File: config.mk
export PLATFORM = sky130hd
export DESIGN_NAME = multicycle_controller
export DESIGN_NICKNAME = d
export VERILOG_FILES = /design/src/rtl/cpu_defs_pkg.sv /design/src/rtl/opcode_classifier.sv /design/src/rtl/multicycle_controller.sv
export SDC_FILE = /design/constraint.sdc
export NUM_CORES = 1
export LEC_CHECK = 0
export BUFFER_PORTS_ARGS = -buffer_cell sky130_fd_sc_hd__clkbuf_2
export CAP_MARGIN = 20
export CELL_PAD_IN_SITES_DETAIL_PLACEMENT = 1
export CELL_PAD_IN_SITES_GLOBAL_PLACEMENT = 1
export CORE_UTILIZATION = 34
export CTS_CLUSTER_DIAMETER = 150
export DETAILED_ROUTE_END_ITERATION = 10
export PLACE_DENSITY = 0.94
export SLEW_MARGIN = 20
export SYNTH_ARGS = -nofsm -noshare
export SYNTH_HDL_FRONTEND = slang
export SYNTH_HIERARCHICAL = 1
export SYNTH_SLANG_ARGS = --single-unit
File: constraint.sdc
create_clock -name clk -period 2.8 [get_ports clk]
set_input_delay 0.28 -clock clk [delete_from_list [all_inputs] [get_ports clk]]
set_output_delay 0.28 -clock clk [all_outputs]
set_load 0.01 [all_outputs]
File: src/rtl/cpu_defs_pkg.sv
// Shared definitions for the multi-cycle controller: opcode class view,
// memory function codes, state encoding and datapath select encodings.
package cpu_defs_pkg;

    // One-hot opcode class produced by the classifier.
    typedef struct packed {
        logic r_type;
        logic i_type;
        logic shift;
        logic mem;
        logic cjmp;
        logic jmp;
        logic halt;
    } op_class_t;

    // Memory-class function field (opcode[2:1]); 1x is a no-op.
    localparam logic [1:0] LDM_FN = 2'b00;
    localparam logic [1:0] STM_FN = 2'b01;

    // Controller state encoding.
    typedef logic [3:0] state_t;
    localparam state_t S_FETCH      = 4'd0;
    localparam state_t S_DECODE     = 4'd1;
    localparam state_t S_EXEC_ALU   = 4'd2;
    localparam state_t S_EXEC_SHIFT = 4'd3;
    localparam state_t S_WB_ALU     = 4'd4;
    localparam state_t S_WB_SHIFT   = 4'd5;
    localparam state_t S_MEM_ADDR   = 4'd6;
    localparam state_t S_MEM_RD     = 4'd7;
    localparam state_t S_MEM_WR     = 4'd8;
    localparam state_t S_WB_MEM     = 4'd9;
    localparam state_t S_BRANCH     = 4'd10;
    localparam state_t S_JUMP       = 4'd11;
    localparam state_t S_HALT       = 4'd12;

    // PC source select.
    localparam logic [1:0] PC_SRC_INC = 2'b00;
    localparam logic [1:0] PC_SRC_OFF = 2'b01;
    localparam logic [1:0] PC_SRC_ABS = 2'b10;

    // Register-file write-data select.
    localparam logic [1:0] WDATA_ALU   = 2'b00;
    localparam logic [1:0] WDATA_MEM   = 2'b01;
    localparam logic [1:0] WDATA_SHIFT = 2'b10;

endpackage

File: src/rtl/opcode_classifier.sv
// Combinational opcode decoder: 6-bit opcode -> one-hot class plus the
// memory function field.
module opcode_classifier
    import cpu_defs_pkg::*;
(
    input  logic [5:0] i_opcode,
    output op_class_t  o_class,
    output logic [1:0] o_fn
);

    // Bit 0 carries no class or fn information.
    logic w_unused_bit0;
    assign w_unused_bit0 = i_opcode[0];

    assign o_fn = i_opcode[2:1];

    // Priority decode: the first matching prefix wins.
    always_comb begin
        o_class = '0;
        if (i_opcode[5:4] == 2'b00)        o_class.r_type = 1'b1;
        else if (i_opcode[5:4] == 2'b01)   o_class.i_type = 1'b1;
        else if (i_opcode[5:3] == 3'b100)  o_class.shift  = 1'b1;
        else if (i_opcode[5:3] == 3'b101)  o_class.mem    = 1'b1;
        else if (i_opcode[5:3] == 3'b110)  o_class.cjmp   = 1'b1;
        else if (i_opcode[5:2] == 4'b1110) o_class.jmp    = 1'b1;
        else                               o_class.halt   = 1'b1;
    end

endmodule

File: src/rtl/multicycle_controller.sv
// Multi-cycle sequencer: registered state machine driving every datapath
// select/enable, with a ready handshake on the shared memory port.
module multicycle_controller
    import cpu_defs_pkg::*;
(
    input  logic       clk,
    input  logic       rst,
    input  logic [5:0] opcode,
    input  logic       cond_true,
    input  logic       mem_ready,
    output logic       mem_read,
    output logic       mem_write,
    output logic       iord,
    output logic       ir_write,
    output logic       pc_write,
    output logic [1:0] pc_src,
    output logic [2:0] alu_op,
    output logic       alu_src_const,
    output logic       rf_write_en,
    output logic [1:0] rf_wdata_sel,
    output logic       reg2_sel_rd,
    output logic       instr_done,
    output logic       halted
);

    state_t     r_state;
    state_t     w_next;
    op_class_t  w_cls;
    logic [1:0] w_fn;
    logic       w_mem_valid;

    opcode_classifier u_classifier (
        .i_opcode (opcode),
        .o_class  (w_cls),
        .o_fn     (w_fn)
    );

    // Only LDM/STM reach the memory states; other memory fns are no-ops.
    assign w_mem_valid = (w_fn == LDM_FN) || (w_fn == STM_FN);

    // State register.
    always_ff @(posedge clk) begin
        if (rst) r_state <= S_FETCH;
        else     r_state <= w_next;
    end

    // Next-state logic; memory states hold until mem_ready.
    always_comb begin
        w_next = r_state;
        case (r_state)
            S_FETCH:      if (mem_ready) w_next = S_DECODE;
            S_DECODE: begin
                if (w_cls.r_type || w_cls.i_type) w_next = S_EXEC_ALU;
                else if (w_cls.shift)             w_next = S_EXEC_SHIFT;
                else if (w_cls.mem)               w_next = w_mem_valid ? S_MEM_ADDR : S_FETCH;
                else if (w_cls.cjmp)              w_next = S_BRANCH;
                else if (w_cls.jmp)               w_next = S_JUMP;
                else                              w_next = S_HALT;
            end
            S_EXEC_ALU:   w_next = S_WB_ALU;
            S_EXEC_SHIFT: w_next = S_WB_SHIFT;
            S_MEM_ADDR:   w_next = (w_fn == STM_FN) ? S_MEM_WR : S_MEM_RD;
            S_MEM_RD:     if (mem_ready) w_next = S_WB_MEM;
            S_MEM_WR:     if (mem_ready) w_next = S_FETCH;
            S_WB_ALU, S_WB_SHIFT, S_WB_MEM,
            S_BRANCH, S_JUMP:              w_next = S_FETCH;
            S_HALT:       w_next = S_HALT;
            default:      w_next = S_FETCH;
        endcase
    end

    // Output decode; reset forces everything low so an in-flight request
    // or writeback is dropped in the same cycle.
    always_comb begin
        mem_read      = 1'b0;
        mem_write     = 1'b0;
        iord          = 1'b0;
        ir_write      = 1'b0;
        pc_write      = 1'b0;
        pc_src        = PC_SRC_INC;
        alu_op        = 3'b000;
        alu_src_const = 1'b0;
        rf_write_en   = 1'b0;
        rf_wdata_sel  = WDATA_ALU;
        reg2_sel_rd   = 1'b0;
        instr_done    = 1'b0;
        halted        = 1'b0;
        if (!rst) begin
            case (r_state)
                S_FETCH: begin
                    mem_read = 1'b1;
                    ir_write = mem_ready;
                    pc_write = mem_ready;
                end
                S_DECODE:     instr_done = w_cls.mem && !w_mem_valid;
                S_EXEC_ALU: begin
                    alu_op        = opcode[2:0];
                    alu_src_const = w_cls.i_type;
                end
                S_WB_ALU: begin
                    rf_write_en = 1'b1;
                    instr_done  = 1'b1;
                end
                S_WB_SHIFT: begin
                    rf_write_en  = 1'b1;
                    rf_wdata_sel = WDATA_SHIFT;
                    instr_done   = 1'b1;
                end
                S_WB_MEM: begin
                    rf_write_en  = 1'b1;
                    rf_wdata_sel = WDATA_MEM;
                    instr_done   = 1'b1;
                end
                S_MEM_ADDR:   alu_src_const = 1'b1;
                S_MEM_RD: begin
                    mem_read = 1'b1;
                    iord     = 1'b1;
                end
                S_MEM_WR: begin
                    mem_write   = 1'b1;
                    iord        = 1'b1;
                    reg2_sel_rd = 1'b1;
                    instr_done  = mem_ready;
                end
                S_BRANCH: begin
                    pc_src     = PC_SRC_OFF;
                    pc_write   = cond_true;
                    instr_done = 1'b1;
                end
                S_JUMP: begin
                    pc_src     = PC_SRC_ABS;
                    pc_write   = 1'b1;
                    instr_done = 1'b1;
                end
                S_HALT:       halted = 1'b1;
                default: ;
            endcase
        end
    end

endmodule

After elaboration in Yosys (flattened, before gate mapping):

Index checks and enable logic that the tools add are counted.

* $add $sub $neg: 0
* $mul: 0
* divide/modulo/power cells: 0
* $lt $le $gt $ge: 0
* eq/ne operators: 21
* shift operators: 0
* mux-type cells: 47
* bitwise logic cells: 0
* reduce and logical (&&, ||, !) cells: 12

Operators with widths (count)
* $mux 4: 8
* $pmux 4 s8: 1
* $eq 4x4->1 const B: 6
* $mux 1: 22
* $mux 3: 6
* $eq 4x3->1 const B: 4
* $eq 3x3->1 const B: 3
* $eq 4x2->1 const B: 2
* $pmux 2 s2: 2
* $mux 2: 3
* $mux 6: 1
* $ne 2x2->1 const B: 3
* $pmux 1 s3: 2
* $mux 5: 1
* $reduce_or 5->1: 1
* $eq 2x1->1 const B: 2
* $eq 4x1->1 const B: 1
* $logic_not 2->1: 2
* $logic_not 4->1: 1
* $reduce_or 2->1: 2
* $reduce_and 3->1: 1
* $reduce_or 3->1: 1
* $logic_or 1x1->1: 2
* $pmux 1 s2: 1
* other kinds (2): 2

* register bits: 4
* bits in latches: 0
* RAM bits: 0
* bits in read-only memories: 0
* input port bits: 10
* output and inout port bits: 17
* memories kept: 0

Longest topological paths before layout:

* depth after elaboration: 13
* gate-level depth with buffers: 5
* depth with buffers taken out: 5

By module:

Netlist, hierarchy kept.

Modules (own cells, without submodules)
* multicycle_controller: times used 1, cells each 90, area an instance 579.3 sq um, sequential area each 80.1 sq um
* opcode_classifier: times used 1, cells each 9, area an instance 73.8 sq um, sequential area each 0.0 sq um

Worst setup path before layout:

OpenSTA, ideal clock, no wires.

* path type: register to output
* start point: reg r_state[3]
* end point: out instr_done
* arrival time: 1486 ps
* data required time: 2520 ps
* setup slack: 1034 ps
* cell stages (with the launch flop): 6
* path buffers: 1
* cell sequence: dfxtp_1 clkbuf_1 nand2_1 mux2_2 nor3_1 o21bai_1

* word-level cells in the longest chain between the ends: 4

Ends and longest elaborated chain
* start: declaration: line multicycle_controller.sv:26 `state_t r_state;`
* start signal: assignment: line multicycle_controller.sv:44 `else r_state <= w_next;`
* $eq 4x4->1 / $eq 4x3->1 (equally long branches): line multicycle_controller.sv:89 `case (r_state)`
* $reduce_or 5->1 (no line)
* $pmux 1 s3 (*): line multicycle_controller.sv:89
* $mux 1 (*): line multicycle_controller.sv:88 `if (!rst) begin`
* end: declaration: line multicycle_controller.sv:22 `output logic instr_done,`

Mark *: on every way between the ends. The rest lies on a longest branch, timed or not.

Final worst setup path:

* start point: reg r_state[2]
* end point: out instr_done

Same word-level chain as after synthesis.

==> impl_results.md <==
- Status: finished clean
- Post-Route WL: about 2100 um
- CTS H-tree lvls: 1
- Largest regs: r_state x4
- Worst R2R Path Depth: 3
- Post-Synthesis Cells: approximately 100
- Nature of the critical path endpoint: output pin
- Worst Max-Slew Pin Slew: 0.635 ns
- Worst hold endpoint: r_state[1]
- Maximum clock rate: between 400 and 500 MHz
- Length of the first detailed-routing pass in iterations: 4
- Worst IR Drop VDD: approximately 0.24 mV
- GRT Util Overall: a little under a quarter
- Routed vias/inst: 5.70
- Core area: about 1700 um^2
- Hold Buf Count CTS: 0
- Root Driver: clkbuf_4
- Post-route clock skew: 0.00834 ns
- GR Overflow Total: 0
- Diode count: 0
- Area grow syn2layout: 19.8%
- Largest register by flop count: r_state
- Cell count of the worst hold path: 2
- Final net count: roughly 130
- Met2 GRT Util: 41.7%
- Min-Delay Startpoint: rst
- Io pins: 27
- Vias in the first global route: 790
- DR WL/cell: about 15 um
- Critical Path AT: 1.86 ns
- Slew Viols, Final: 0
- Routability cong.: 0.879
- Die height: ~46 um
- Worst min path class: in -> reg
- Final TNS setup: 0 ns
- Power per Cell Area: approximately 460 nW/um^2
- # DRC: 0
- Post-layout minimum cycle time: between 2 and 2.5 ns
- Share of layout cells above drive strength 1: between 30 and 40%
- Total power: between 0.0003 and 0.0004 W
- Via count: 809
- Worst R2R Setup Slack: approximately 0.84 ns
- Post-cts gate resize count: 0
- CTS tree: built
- FF-to-FF End: r_state[0]
- Synthesized Nets: approximately 110
- Max reg flops: 4
- Mapped Avg Cell Area: approximately 6.6 um^2
- Die W: about 46 um
- Port buffer count: 26
- RSZ-0062 raised after global routing: no
- # rows: 15
- Worst Path Required: roughly 2.5 ns
- Antenna-violating nets left: 0
- Clock latency on the worst-skew pair: between 0.2 and 0.25 ns
- Max Cap Viol: 0
- CP max FO: 20
- Post-CTS Setup Inserts: 0
- CTS clk-pin slew, worst paths: 0.04 ns
- Reg-to-reg critical path startpoint: r_state[1]
- Antenna violations before repair: 0
- M3 GR Usage: 3.57%
- Worst setup SP type: register
- GRT busiest layer: met2
- Crit path kind: reg -> out
- Most frequent cells in the layout: 26 x clkbuf_2, 13 x nor2_1, 8 x nand2_1, 8 x o21ai_0
- Maximum buffer depth of the clock tree: 2
- Mapped Area: roughly 640 um^2
- Yosys warnings: 6
- CTS buffer count: 3
- Number of DRC markers in iteration 0: 9
- First-pass GRT wire length: approximately 3400 um
- Worst slew margin: a little under three fifths
- Setup Viol. Count Final: 0
- Clock sinks: 4
- Hold Fails Final Rpt: 0
- Die area: a little over 2000 um^2
- Initial Util: 36.9%
- HPWL after DPL: ~1600 um
- Fin crit share: ~76%
- Commonest non-fill, non-tap cell in the layout: clkbuf_2
- FILL cells: 248
- M1 GR Usage: a little under a quarter
- P_leak: 0.326 nW
- Largest net degree at the start of global routing: 21
[how the worst max path moves through the flow]
stage                 endpoint        from  depth (start not counted)
floorplan           instr_done  r_state[3]                          5
finish              instr_done  r_state[2]                          4
global route        instr_done  r_state[2]                          4
CTS                 instr_done  r_state[2]                          4
detailed placement  r_state[0]  r_state[0]                          3
global placement    r_state[0]  r_state[0]                          3
[per-layer routing]
| metal | up-vias | share of wire, % |
|---|---|---|
| met5 | - | 0 |
| met4 | 0 | 0.89 |
| met3 | 2 | 3.4 |
| met2 | 23 | 56 |
| met1 | 385 | 39 |
| li1 | 399 | - |
[cell type report]
class / instances / area, um^2 / area share [%]
well taps: 25 / 31.3 / 4.05
inverters: 2 / 7.51 / 0.972
clock buffers: 3 / 22.5 / 2.92
repair buffers: 26 / 130 / 16.9
flip-flops and latches: 4 / 80.1 / 10.4
multi-input cells: 82 / 500 / 64.8
[stage by stage]
step / util (%) / setup WS [ns] / instances / hold WS (ns) / area (um^2)
after global routing: 44.2 / 0.559 / 142 / 0.426 / 772
final: 44.2 / 0.663 / 142 / 0.410 / 772
after floorplan: - / 1.03 / 98 / 0.461 / 644
after detailed placement: 42.9 / 0.856 / 139 / 0.670 / 749
after CTS: 44.2 / 0.675 / 142 / 0.404 / 772
after global placement: 42.9 / 0.964 / 139 / 0.653 / 749
[worst max-delay path, stage by stage, from the launching register on]
cell,delay (ns)
dfxtp_1,0.72
mux2_2,0.40
nor3_1,0.20
o21bai_1,0.15
clkbuf_2,0.15
[power breakdown]
group	total [W]	leakage, nW	switching [W]	internal [W]
Combinational	0.000173	0.280	0.0000935	0.0000799
Clock	0.0000759	0.0138	0.0000277	0.0000482
Sequential	0.000103	0.0327	0.0000363	0.0000666
Power figures use the tool's default switching activity.
